## src/rtl/rca_settle_sequencer_if.sv

```systemverilog
// Operand/result handshake bundle for rca_settle_sequencer.
// Optional out_ovf is present when RCA_OVF_FLAG_EN is defined.
interface rca_settle_sequencer_if #(
  parameter int WIDTH = 16
);
  logic             in_valid;
  logic             in_ready;
  logic [WIDTH-1:0] in_a;
  logic [WIDTH-1:0] in_b;
  logic             in_cin;
  logic             out_valid;
  logic             out_ready;
  logic [WIDTH-1:0] out_sum;
  logic             out_cout;
  logic [15:0]      txn_count;
`ifdef RCA_OVF_FLAG_EN
  logic             out_ovf;

  modport master (
    output in_valid, in_a, in_b, in_cin,
    output out_ready,
    input  in_ready, out_valid, out_sum,
    input  out_cout, txn_count, out_ovf
  );

  modport slave (
    input  in_valid, in_a, in_b, in_cin,
    input  out_ready,
    output in_ready, out_valid, out_sum,
    output out_cout, txn_count, out_ovf
  );
`else
  modport master (
    output in_valid, in_a, in_b, in_cin,
    output out_ready,
    input  in_ready, out_valid, out_sum,
    input  out_cout, txn_count
  );

  modport slave (
    input  in_valid, in_a, in_b, in_cin,
    input  out_ready,
    output in_ready, out_valid, out_sum,
    output out_cout, txn_count
  );
`endif
endinterface

```

## src/rtl/rca_settle_sequencer.sv

```systemverilog
// Clocked wrapper around an external ripple-carry adder.
// Define RCA_OVF_FLAG_EN to add the signed-overflow output out_ovf.
module rca_settle_sequencer #(
  parameter int WIDTH         = 16,
  parameter int SETTLE_CYCLES = 4,
  parameter int CNT_W         = 3
) (
  input  logic             clk,
  input  logic             rst_n,
  rca_settle_sequencer_if.slave bus,
  output logic [WIDTH-1:0] add_x,
  output logic [WIDTH-1:0] add_y,
  output logic             add_cin,
  input  logic [WIDTH-1:0] add_s,
  input  logic             add_cout
);

  typedef enum logic [1:0] {
    IDLE,
    SETTLE,
    HOLD
  } state_t;

  state_t             state;
  logic [CNT_W-1:0]   cnt;

  assign bus.in_ready = (state == IDLE);

  always_ff @(posedge clk or negedge rst_n) begin
    if (!rst_n) begin
      state         <= IDLE;
      cnt           <= '0;
      add_x         <= '0;
      add_y         <= '0;
      add_cin       <= 1'b0;
      bus.out_sum   <= '0;
      bus.out_cout  <= 1'b0;
      bus.out_valid <= 1'b0;
      bus.txn_count <= '0;
`ifdef RCA_OVF_FLAG_EN
      bus.out_ovf   <= 1'b0;
`endif
    end else begin
      unique case (state)
        IDLE: begin
          if (bus.in_valid) begin
            add_x   <= bus.in_a;
            add_y   <= bus.in_b;
            add_cin <= bus.in_cin;
            cnt     <= CNT_W'(SETTLE_CYCLES - 1);
            state   <= SETTLE;
          end
        end
        SETTLE: begin
          if (cnt == '0) begin
            bus.out_sum   <= add_s;
            bus.out_cout  <= add_cout;
            bus.out_valid <= 1'b1;
`ifdef RCA_OVF_FLAG_EN
            // same-sign operands yielding a different-sign sum
            bus.out_ovf   <=
              (add_x[WIDTH-1] == add_y[WIDTH-1]) &&
              (add_s[WIDTH-1] != add_x[WIDTH-1]);
`endif
            state         <= HOLD;
          end else begin
            cnt <= cnt - 1'b1;
          end
        end
        HOLD: begin
          if (bus.out_ready) begin
            bus.out_valid <= 1'b0;
            bus.txn_count <= bus.txn_count + 16'd1;
            state         <= IDLE;
          end
        end
        default: state <= IDLE;
      endcase
    end
  end

endmodule

```

## src/flat_wrapper.sv

```systemverilog
// flat-port wrapper written by rule: the top's interface ports become plain ports
module rca_settle_sequencer_flat 
#(
  parameter int WIDTH         = 16,
  parameter int SETTLE_CYCLES = 4,
  parameter int CNT_W         = 3
)
  (clk, rst_n, add_x, add_y, add_cin, add_s, add_cout, bus_in_valid, bus_in_a, bus_in_b, bus_in_cin, bus_out_ready, bus_in_ready, bus_out_valid, bus_out_sum, bus_out_cout, bus_txn_count);
  rca_settle_sequencer_if #(.WIDTH(WIDTH)) bus_i ();
  input  logic clk;
  input  logic rst_n;
  output logic [WIDTH-1:0] add_x;
  output logic [WIDTH-1:0] add_y;
  output logic add_cin;
  input  logic [WIDTH-1:0] add_s;
  input  logic add_cout;
  input wire logic [$bits(bus_i.in_valid)-1:0] bus_in_valid;
  input wire logic [$bits(bus_i.in_a)-1:0] bus_in_a;
  input wire logic [$bits(bus_i.in_b)-1:0] bus_in_b;
  input wire logic [$bits(bus_i.in_cin)-1:0] bus_in_cin;
  input wire logic [$bits(bus_i.out_ready)-1:0] bus_out_ready;
  output wire logic [$bits(bus_i.in_ready)-1:0] bus_in_ready;
  output wire logic [$bits(bus_i.out_valid)-1:0] bus_out_valid;
  output wire logic [$bits(bus_i.out_sum)-1:0] bus_out_sum;
  output wire logic [$bits(bus_i.out_cout)-1:0] bus_out_cout;
  output wire logic [$bits(bus_i.txn_count)-1:0] bus_txn_count;
  assign bus_i.in_valid = bus_in_valid;
  assign bus_i.in_a = bus_in_a;
  assign bus_i.in_b = bus_in_b;
  assign bus_i.in_cin = bus_in_cin;
  assign bus_i.out_ready = bus_out_ready;
  assign bus_in_ready = bus_i.in_ready;
  assign bus_out_valid = bus_i.out_valid;
  assign bus_out_sum = bus_i.out_sum;
  assign bus_out_cout = bus_i.out_cout;
  assign bus_txn_count = bus_i.txn_count;
  rca_settle_sequencer #(.WIDTH(WIDTH), .SETTLE_CYCLES(SETTLE_CYCLES), .CNT_W(CNT_W)) u_core (.clk(clk), .rst_n(rst_n), .bus(bus_i), .add_x(add_x), .add_y(add_y), .add_cin(add_cin), .add_s(add_s), .add_cout(add_cout));
endmodule
```

## config.mk

```make
export PLATFORM = sky130hd
export DESIGN_NAME = rca_settle_sequencer_flat
export DESIGN_NICKNAME = d
export VERILOG_FILES = /design/src/rtl/rca_settle_sequencer_if.sv /design/src/rtl/rca_settle_sequencer.sv /design/src/flat_wrapper.sv
export SDC_FILE = /design/constraint.sdc
export NUM_CORES = 1
export LEC_CHECK = 0
export CORE_MARGIN = 4
export CORE_UTILIZATION = 47
export DETAILED_ROUTE_END_ITERATION = 8
export PLACE_DENSITY = 0.88
export REMOVE_ABC_BUFFERS = 1
export SLEW_MARGIN = 20
export SYNTH_ARGS = -nofsm -noshare
export SYNTH_HDL_FRONTEND = slang
export SYNTH_SLANG_ARGS = --single-unit
```

## constraint.sdc

```tcl
create_clock -name clk -period 2.7 [get_ports clk]
set_clock_uncertainty 0.05 [all_clocks]
set_input_delay 0.81 -clock clk [delete_from_list [all_inputs] [get_ports clk]]
set_output_delay 0.81 -clock clk [all_outputs]
set_load 0.005 [all_outputs]
```

* Word-level counts from Yosys, hierarchy flattened *
Cells that the tools add are included.

operators by class
  $add $sub $neg = 2
  eq/ne operators = 6
  muxes and demuxes = 10
  reduce and logical (&&, ||, !) cells = 10

operators with widths
  operator               number
  $add 16x1->16 const B  1
  $reduce_and 3->1       3
  $mux 2                 3
  $mux 3                 2
  $ne 2x2->1 const B     3
  $pmux 2 s3             1
  $pmux 3 s2             1
  $reduce_and 2->1       3
  $reduce_bool 2->1      2
  $logic_not 3->1        1
  $sub 3x1->3 const B    1
  $eq 2x1->1 const B     1
  $eq 2x2->1 const B     1
  $logic_not 2->1        1
  $mux 1                 2
  $ne 2x1->1 const B     1
  $pmux 1 s2             1

storage, ports and cells
  register bits after elaboration = 72
  input bits = 54
  output and inout port bits = 68
  logic and storage cells = 37

* Depth between registers and ports, before layout *
Gate-level depths: netlist of the first run.

  word-level depth = 3
  gate-level depth with buffers = 8

* Worst setup path after synthesis of the first run *
OpenSTA, ideal clock, no wires.

  kind = register -> register
  start = register u_core.cnt[0]
  end = register u_core.bus.out_sum[0]
  arrival = 1.543 ns
  setup slack = 0.983 ns
  cell stages (with the launch flop) = 9
  cell sequence = dfrtp_1 > inv_1 > ha_1 > ha_1 > inv_1 > nor2_4 > nand2_4 > buf_6 > mux2_2

on the way
  longest elaborated chain between the ends = 2

ends and longest elaborated chain
  element                            RTL line                       source
  start, declared                    rca_settle_sequencer.sv:25     logic [CNT_W-1:0] cnt;
  start signal, assigned             rca_settle_sequencer.sv:50     cnt <= CNT_W'(SETTLE_CYCLES - 1);
  start signal, assigned             rca_settle_sequencer.sv:67     cnt <= cnt - 1'b1;
  $logic_not 3->1                    rca_settle_sequencer.sv:55     if (cnt == '0) begin
  $reduce_and 2->1 (no source line)  --
  end signal, assigned               rca_settle_sequencer.sv:56     bus.out_sum <= add_s;
  end, declared                      rca_settle_sequencer_if.sv:43  output in_ready, out_valid, out_sum,

No other way between the ends.
A chain may end at the register's enable or synchronous reset.

* Worst setup path in the final report of the first run *
  start = register u_core.state[0]
  end = output bus_in_ready

on the way
  longest elaborated chain between the ends = 1

ends and longest elaborated chain
  element                 RTL line                    source
  start, declared         rca_settle_sequencer.sv:24  state_t state;
  start signal, assigned  rca_settle_sequencer.sv:31  state <= IDLE;
  start signal, assigned  rca_settle_sequencer.sv:51  state <= SETTLE;
  start signal, assigned  rca_settle_sequencer.sv:65  state <= HOLD;
  $logic_not 2->1         rca_settle_sequencer.sv:27  assign bus.in_ready = (state == IDLE);
  end, declared           flat_wrapper.sv:22          output wire logic [$bits(bus_i.in_ready)-1:0] bus_in_ready;

No other way between the ends.

==> results of run 1 <==
report_power, final:
part	internal [mW]	switching, mW
clock	0.409	0.373
sequential	1.53	0.275
combinational	1.41	0.617
logic make-up (layout without fill, tap and decap cells):
family	count (synthesis)	count (layout)	share of synthesized area (%)
compound gates	7	7	1.30
fa+ha+maj	3	3	1.22
flops	72	72	58.3
simple gates	40	40	7.86
buf+inv	13	147	4.13
mux	53	53	22.9
xor+xnor	15	15	4.25
worst max path at each step:
stage / endpoint / slack [ns]
after detailed placement: u_core.add_x[15] / 0.41
after global placement: u_core.add_y[13] / 0.44
after global routing: bus_in_ready / 0.25
after floorplan: u_core.add_x[14] / 0.89
after CTS: bus_in_ready / 0.29
final: bus_in_ready / 0.31
cell type report:
| class | count | area [um2] |
|---|---|---|
| clock buffer | 14 | 173 |
| clock inverter | 2 | 12.5 |
| fill | 431 | 1820 |
| inverter | 6 | 22.5 |
| multi-input combinational | 118 | 1160 |
| sequential | 72 | 1800 |
| tap | 77 | 96.3 |
| timing repair buffer | 125 | 1260 |
layer usage:
layer	share of wire (%)	track usage, %
met4	1.5	6.90
met2	49	28.6
met5	0	0
met1	42	21.7
met3	7.1	4.52
cells in the mapped netlist (2+ instances only):
| master | instances | area, um2 |
|---|---|---|
| a21oi_1 | 3 | 15.0 |
| and2_1 | 2 | 12.5 |
| and4_1 | 2 | 17.5 |
| buf_12 | 3 | 60.1 |
| buf_6 | 4 | 45.0 |
| dfrtp_1 | 72 | 1800 |
| ha_1 | 3 | 37.5 |
| inv_1 | 6 | 22.5 |
| mux2_2 | 21 | 236 |
| mux2_4 | 30 | 450 |
| mux2i_1 | 2 | 20.0 |
| nand2_1 | 10 | 37.5 |
| nand3_1 | 5 | 25.0 |
| nand4_1 | 2 | 12.5 |
| nor2_1 | 10 | 37.5 |
| nor2_4 | 2 | 22.5 |
| o21ai_0 | 2 | 10.0 |
| xnor2_1 | 14 | 123 |
registers in the layout (all words and copies together), names as in the netlist:
name,flops
u_core.cnt,3
u_core.state,2
u_core.add_y,16
u_core.bus.out_valid,1
u_core.add_cin,1
u_core.add_x,16
u_core.bus.txn_count,16
u_core.bus.out_cout,1
u_core.bus.out_sum,16
==> key figures, run 1 <==
Timing
  • Hold Slack: 0.433 ns
  • Setup WS post-layout: 0.314 ns
  • Worst-margin pin slew: ~0.38 ns
  • Endpoints failing setup: 0
  • Setup_tns: 0 ns
  • Fmax achieved: 419 MHz
  • Final Cycle Share: 88.4%
  • Max-slew violation count: 0
  • Final Hold Fails: 0
  • Max transition margin: 74.7%
  • RSZ-0062 raised after global routing: false
  • Post-route minimum period: 2.39 ns

Final layout
  • Non-Filler Instances: a little over 400
  • Antenna Cells: 0
  • Layout cell share with drive strength beyond 1: 22.8%
  • Most frequent cells in the layout: 120 x clkdlybuf4s50_1, 72 x dfrtp_1, 30 x mux2_4, 21 x mux2_2, 14 x xnor2_1
  • Area grow syn2layout: 46.6%
  • Final Core Density: 71.3%
  • Final instance area: 4530 um2
  • Nets: 389
  • Commonest non-fill, non-tap cell in the layout: clkdlybuf4s50_1

Placement
  • Placed cell areas: roughly 4300 um2
  • Placer Congestion: 0.731
  • Pre-CTS WS: 0.405 ns
  • DP Cell Count: 398
  • Post-DP HPWL: 4860 um
  • # port buffers: 121

Setup path
  • CP Data Arrival Time: approximately 1.5 ns
  • Family with the most delay on the worst path: buffers and inverters
  • CP max-delay cell: clkdlybuf4s50_1
  • CP peak stage delay: about 0.53 ns
  • Worst setup path start: u_core.state[0]
  • Critical path fanouts, max: 8
  • FF-to-FF path depth: 7
  • Required @ worst endpoint: 1.84 ns
  • Critical path class: register to primary output
  • Reg2Reg Launch Point: u_core.cnt[0]
  • Worst-path cell chain: nor2_4 -> clkdlybuf4s50_1
  • Worst path buffer plus inverter count: 1
  • FF-to-FF End: u_core.bus.out_sum[1]
  • CP Capture Type: primary output
  • CP Depth: 2
  • Flop2flop setup slack: 0.88 ns
  • Startpoint types: register

Die
  • DIE WIDTH: roughly 89 um
  • Ports: approximately 120
  • Core Box Area: 6350 um2
  • Initial core utilization: ~50%
  • Std cell rows: 29
  • Total die area: 7930 um2
  • Vert. Die Dim: 89.1 um

Routing
  • Vias: 2,034
  • Vias per inst: between 4 and 5
  • Routed Antenna Nets: 0
  • 1st-iter DRT viols: 80
  • WL final: around 6600 um
  • DRT Pass-1 Iters: 4
  • DR DRC count: 0
  • DR WL/cell: between 15 and 20 um

Clock tree
  • Clk slew on worst S/H paths: roughly 0.080 ns
  • CTS tree: yes
  • Post-CTS setup buffers: 0
  • Clock latency on the worst-skew pair: approximately 0.32 ns
  • TritonCTS Sinks: 72
  • # hold bufs at CTS: 0
  • Num CTS Buffers: 9
  • Post-CTS Resized: 0
  • Clock Tree Root: clkbuf_8
  • H-tree depth: 3
  • Deepest clock path buffer count: 2

Power
  • Power per Cell Area: 1020 nW/um2
  • PnR Total Power: 4.61 mW
  • VDD IR max: approximately 600 uV
  • Lkg Pwr: 1.96 nW

Synth
  • Synthesized area per cell: 15.2 um2
  • Asr flop ratio synth: 100%
  • FF+latch count, synth: 72
  • Register area share after synthesis: 58.3%
  • Unique masters post-synth: 28
  • Most frequently used flop master after synthesis: dfrtp_1
  • EDFF count, synth: 0
  • Mapped cell area: between 3000 and 4000 um2
  • Mapped Cells: 203
  • Synth warnings: 0

GRT
  • Total grt overflow: 0
  • GRT Overall Usage: 17.3%
  • Vias in the first global route: 2,137
  • First-pass GRT wire length: 10,400 um
  • Largest net degree at the start of global routing: 73
  • Antenna violations before repair: 0

Run
  • Max-Cap Viols: 0

Min path
  • HP Class: primary input to asynchronous set/reset pin

Run status
  • Status: completed
Power figures use the tool's default switching activity.
==> inputs of run 2 (changes only) <==
--- a/config.mk
+++ b/config.mk
@@ -14,3 +14,4 @@
 export SYNTH_ARGS = -nofsm -noshare
 export SYNTH_HDL_FRONTEND = slang
 export SYNTH_SLANG_ARGS = --single-unit
+export TNS_END_PERCENT = 50
==> results of run 2 <==
The final DEF is identical to that of run 1; final timing and power are the same.
==> patch, RTL diff (settings of run 1) <==
`CNT_W` is set to 3 in 2 places; all go to 6.
--- a/src/rtl/rca_settle_sequencer.sv
+++ b/src/rtl/rca_settle_sequencer.sv
@@ -4,5 +4,5 @@
   parameter int WIDTH         = 16,
   parameter int SETTLE_CYCLES = 4,
-  parameter int CNT_W         = 3
+  parameter int CNT_W         = 6
 ) (
   input  logic             clk,
--- a/src/flat_wrapper.sv
+++ b/src/flat_wrapper.sv
@@ -4,5 +4,5 @@
   parameter int WIDTH         = 16,
   parameter int SETTLE_CYCLES = 4,
-  parameter int CNT_W         = 3
+  parameter int CNT_W         = 6
 )
   (clk, rst_n, add_x, add_y, add_cin, add_s, add_cout, bus_in_valid, bus_in_a, bus_in_b, bus_in_cin, bus_out_ready, bus_in_ready, bus_out_valid, bus_out_sum, bus_out_cout, bus_txn_count);
Check against the original RTL: no difference found for any inputs over 10 cycles, from zero or initial values and one cycle with rst_n low; that may be too few to reach the edited logic, so the function may still have changed.
==> patch against run 1 <==
- setup slack got worse by 0.050 ns
- non-clock buffer count down 2
- design area increased by 2.0%
- via count up 8.7%
- power grew 0.73%
- critical path depth unchanged
- register-to-register slack lost 0.02 ns
- sequential cell count up 3
- area after synthesis about the same
- routed wire length grew 19%
- fmax is 2.1% lower
- final cell count rose by 3.6%
==> patch: results <==
group,metric,value,unit
synthesis,synth-async-reset-ratio,1.00,
setup_path,register_to_register_path_setup_slack,0.86,ns
placed_design,place.port_buffers,121,
drt,drt-total-wl,7.82,mm
pwr,total_switching_power,1.31,mW
synthesis,yosys.area_share.xor_xnor,0.0454,
synthesis,synth.distinct_cells,36,
clocking,inserted_clock_buffers,9,
grt,first_global_vias,2526,
pwr,max-vdd-ir-drop,0.672,mV
synthesis,ys_top_cells_by_count,"sky130_fd_sc_hd__dfrtp_1 (75), sky130_fd_sc_hd__mux2_2 (51), sky130_fd_sc_hd__nor2_1 (13), sky130_fd_sc_hd__xnor2_1 (11), sky130_fd_sc_hd__nand2_1 (8)",
pwr,p_leak,1.94,nW
grt,grt.total_usage,0.214,
timing,slew_headroom,0.632,
clocking,clockBufferDepth,2,
timing,hold_slack,0.399,ns
drt,remaining_drc_errors,0,
finish,fillerInstances,398,
setup_path,crit_path_max_fanout,12,
drt,firstDrtPassIters,4,
clocking,clock-root-buffer,"sky130_fd_sc_hd__clkbuf_8",
clocking,clk_pin_slew_worst_paths,0.07,ns
synthesis,synth_adder_area_share,0.0122,
finish,net_total_in_the_final_layout,404,
synthesis,most_used_flip_flop_cell_after_synthesis,"sky130_fd_sc_hd__dfrtp_1",
clocking,post_cts.repair.setup_buffers,0,
synthesis,synth.area.mux_share,0.193,
setup_path,crit-reg2reg-launch,"u_core.cnt[0]",
grt,grt_start_max_net_pins,44,
grt,first_pass_grt_wire_length,12.4,mm
drt,drt_iter0_markers,115,
run_status,outcome,"completed",
timing,final_period_utilization,0.902,
setup_path,worstReg2RegEnd,"u_core.bus.out_sum[12]",
grt,antenna_violations_before_repair,0,
synthesis,synth.top_cells.by_area,"sky130_fd_sc_hd__dfrtp_1 (61%), sky130_fd_sc_hd__mux2_2 (19%), sky130_fd_sc_hd__xnor2_1 (3.1%), sky130_fd_sc_hd__nor2_1 (1.6%), sky130_fd_sc_hd__xor2_1 (1.4%)",
clocking,cts_max_level,3,
drt,route.detailed.vias_per_inst,5.15,
setup_path,worst_ep_arrival_time,1.58,ns
placed_design,gp_routability_congestion,0.858,
placed_design,place_hpwl,5.44,mm
clocking,clk-insertion-delay-late,0.34,ns
hold_path,classification_of_the_worst_slack_hold_path,"primary input to asynchronous set/reset pin",
placed_design,place_ws,0.265,ns
synthesis,synth_compound_area_frac,0.0268,
setup_path,reg2regPathDepth,5,
finish,drive_gt1_frac,0.213,
synthesis,ys_seq_area_frac,0.608,
[patch: area by class of cell]
cell class / count / area (µm²) / area share
clock inverter: 4 / 72.6 / 0.0157
sequential: 75 / 1880 / 0.407
inverter: 3 / 11.3 / 0.00244
tap: 77 / 96.3 / 0.0209
multi-input combinational: 135 / 1160 / 0.250
timing repair buffer: 123 / 1250 / 0.270
clock buffer: 12 / 155 / 0.0336
[patch: cells by family (layout without fill, tap and decap cells)]
group                    count (synthesis)  after routing
AO/OA/AOI/OAI                           11             11
XOR/XNOR                                16             16
adder cells (fa/ha/maj)                  3              3
buffers and inverters                   10            142
flip-flops                              75             75
multiplexers                            53             53
AND/OR/NAND/NOR                         52             52
[patch: metal layers]
metal / up-vias / part of all wire / track usage
li1: 1026 / - / -
met1: 1066 / 0.38 / 0.241
met2: 108 / 0.46 / 0.335
met3: 10 / 0.14 / 0.131
met4: 0 / 0.012 / 0.0771
met5: - / 0 / 0
[patch: worst max-delay path, stage by stage, from the launching register on]
cell and delay [ns]:
sky130_fd_sc_hd__dfrtp_1 0.51, sky130_fd_sc_hd__nor2_1 0.21, sky130_fd_sc_hd__clkdlybuf4s50_1 0.53
[patch: worst max-delay path by stage]
stage                     from                        to
6_report       u_core.state[0]              bus_in_ready
4_1_cts        u_core.state[0]              bus_in_ready
2_1_floorplan     bus_in_valid            u_core.add_cin
5_1_grt        u_core.state[1]              bus_in_ready
3_3_place_gp     bus_out_ready  u_core.bus.txn_count[14]
3_5_place_dp     bus_out_ready  u_core.bus.txn_count[14]
[patch: per-stage QoR]
step | util | cell area (µm²) | cells
after floorplan | - | 3040 | 213
after global placement | 0.691 | 4390 | 413
after detailed placement | 0.691 | 4390 | 413
after CTS | 0.727 | 4620 | 429
after global routing | 0.727 | 4620 | 429
final | 0.727 | 4620 | 429
[patch: power by group through the flow]
stage | Combinational [mW] | Clock (mW) | Sequential (mW)
after floorplan | 0.669 | 0 | 1.88
after global placement | 1.75 | 0 | 1.85
after detailed placement | 1.77 | 0 | 1.88
after CTS | 1.82 | 0.995 | 1.88
after global routing | 1.94 | 1.05 | 1.93
final | 1.79 | 0.981 | 1.88
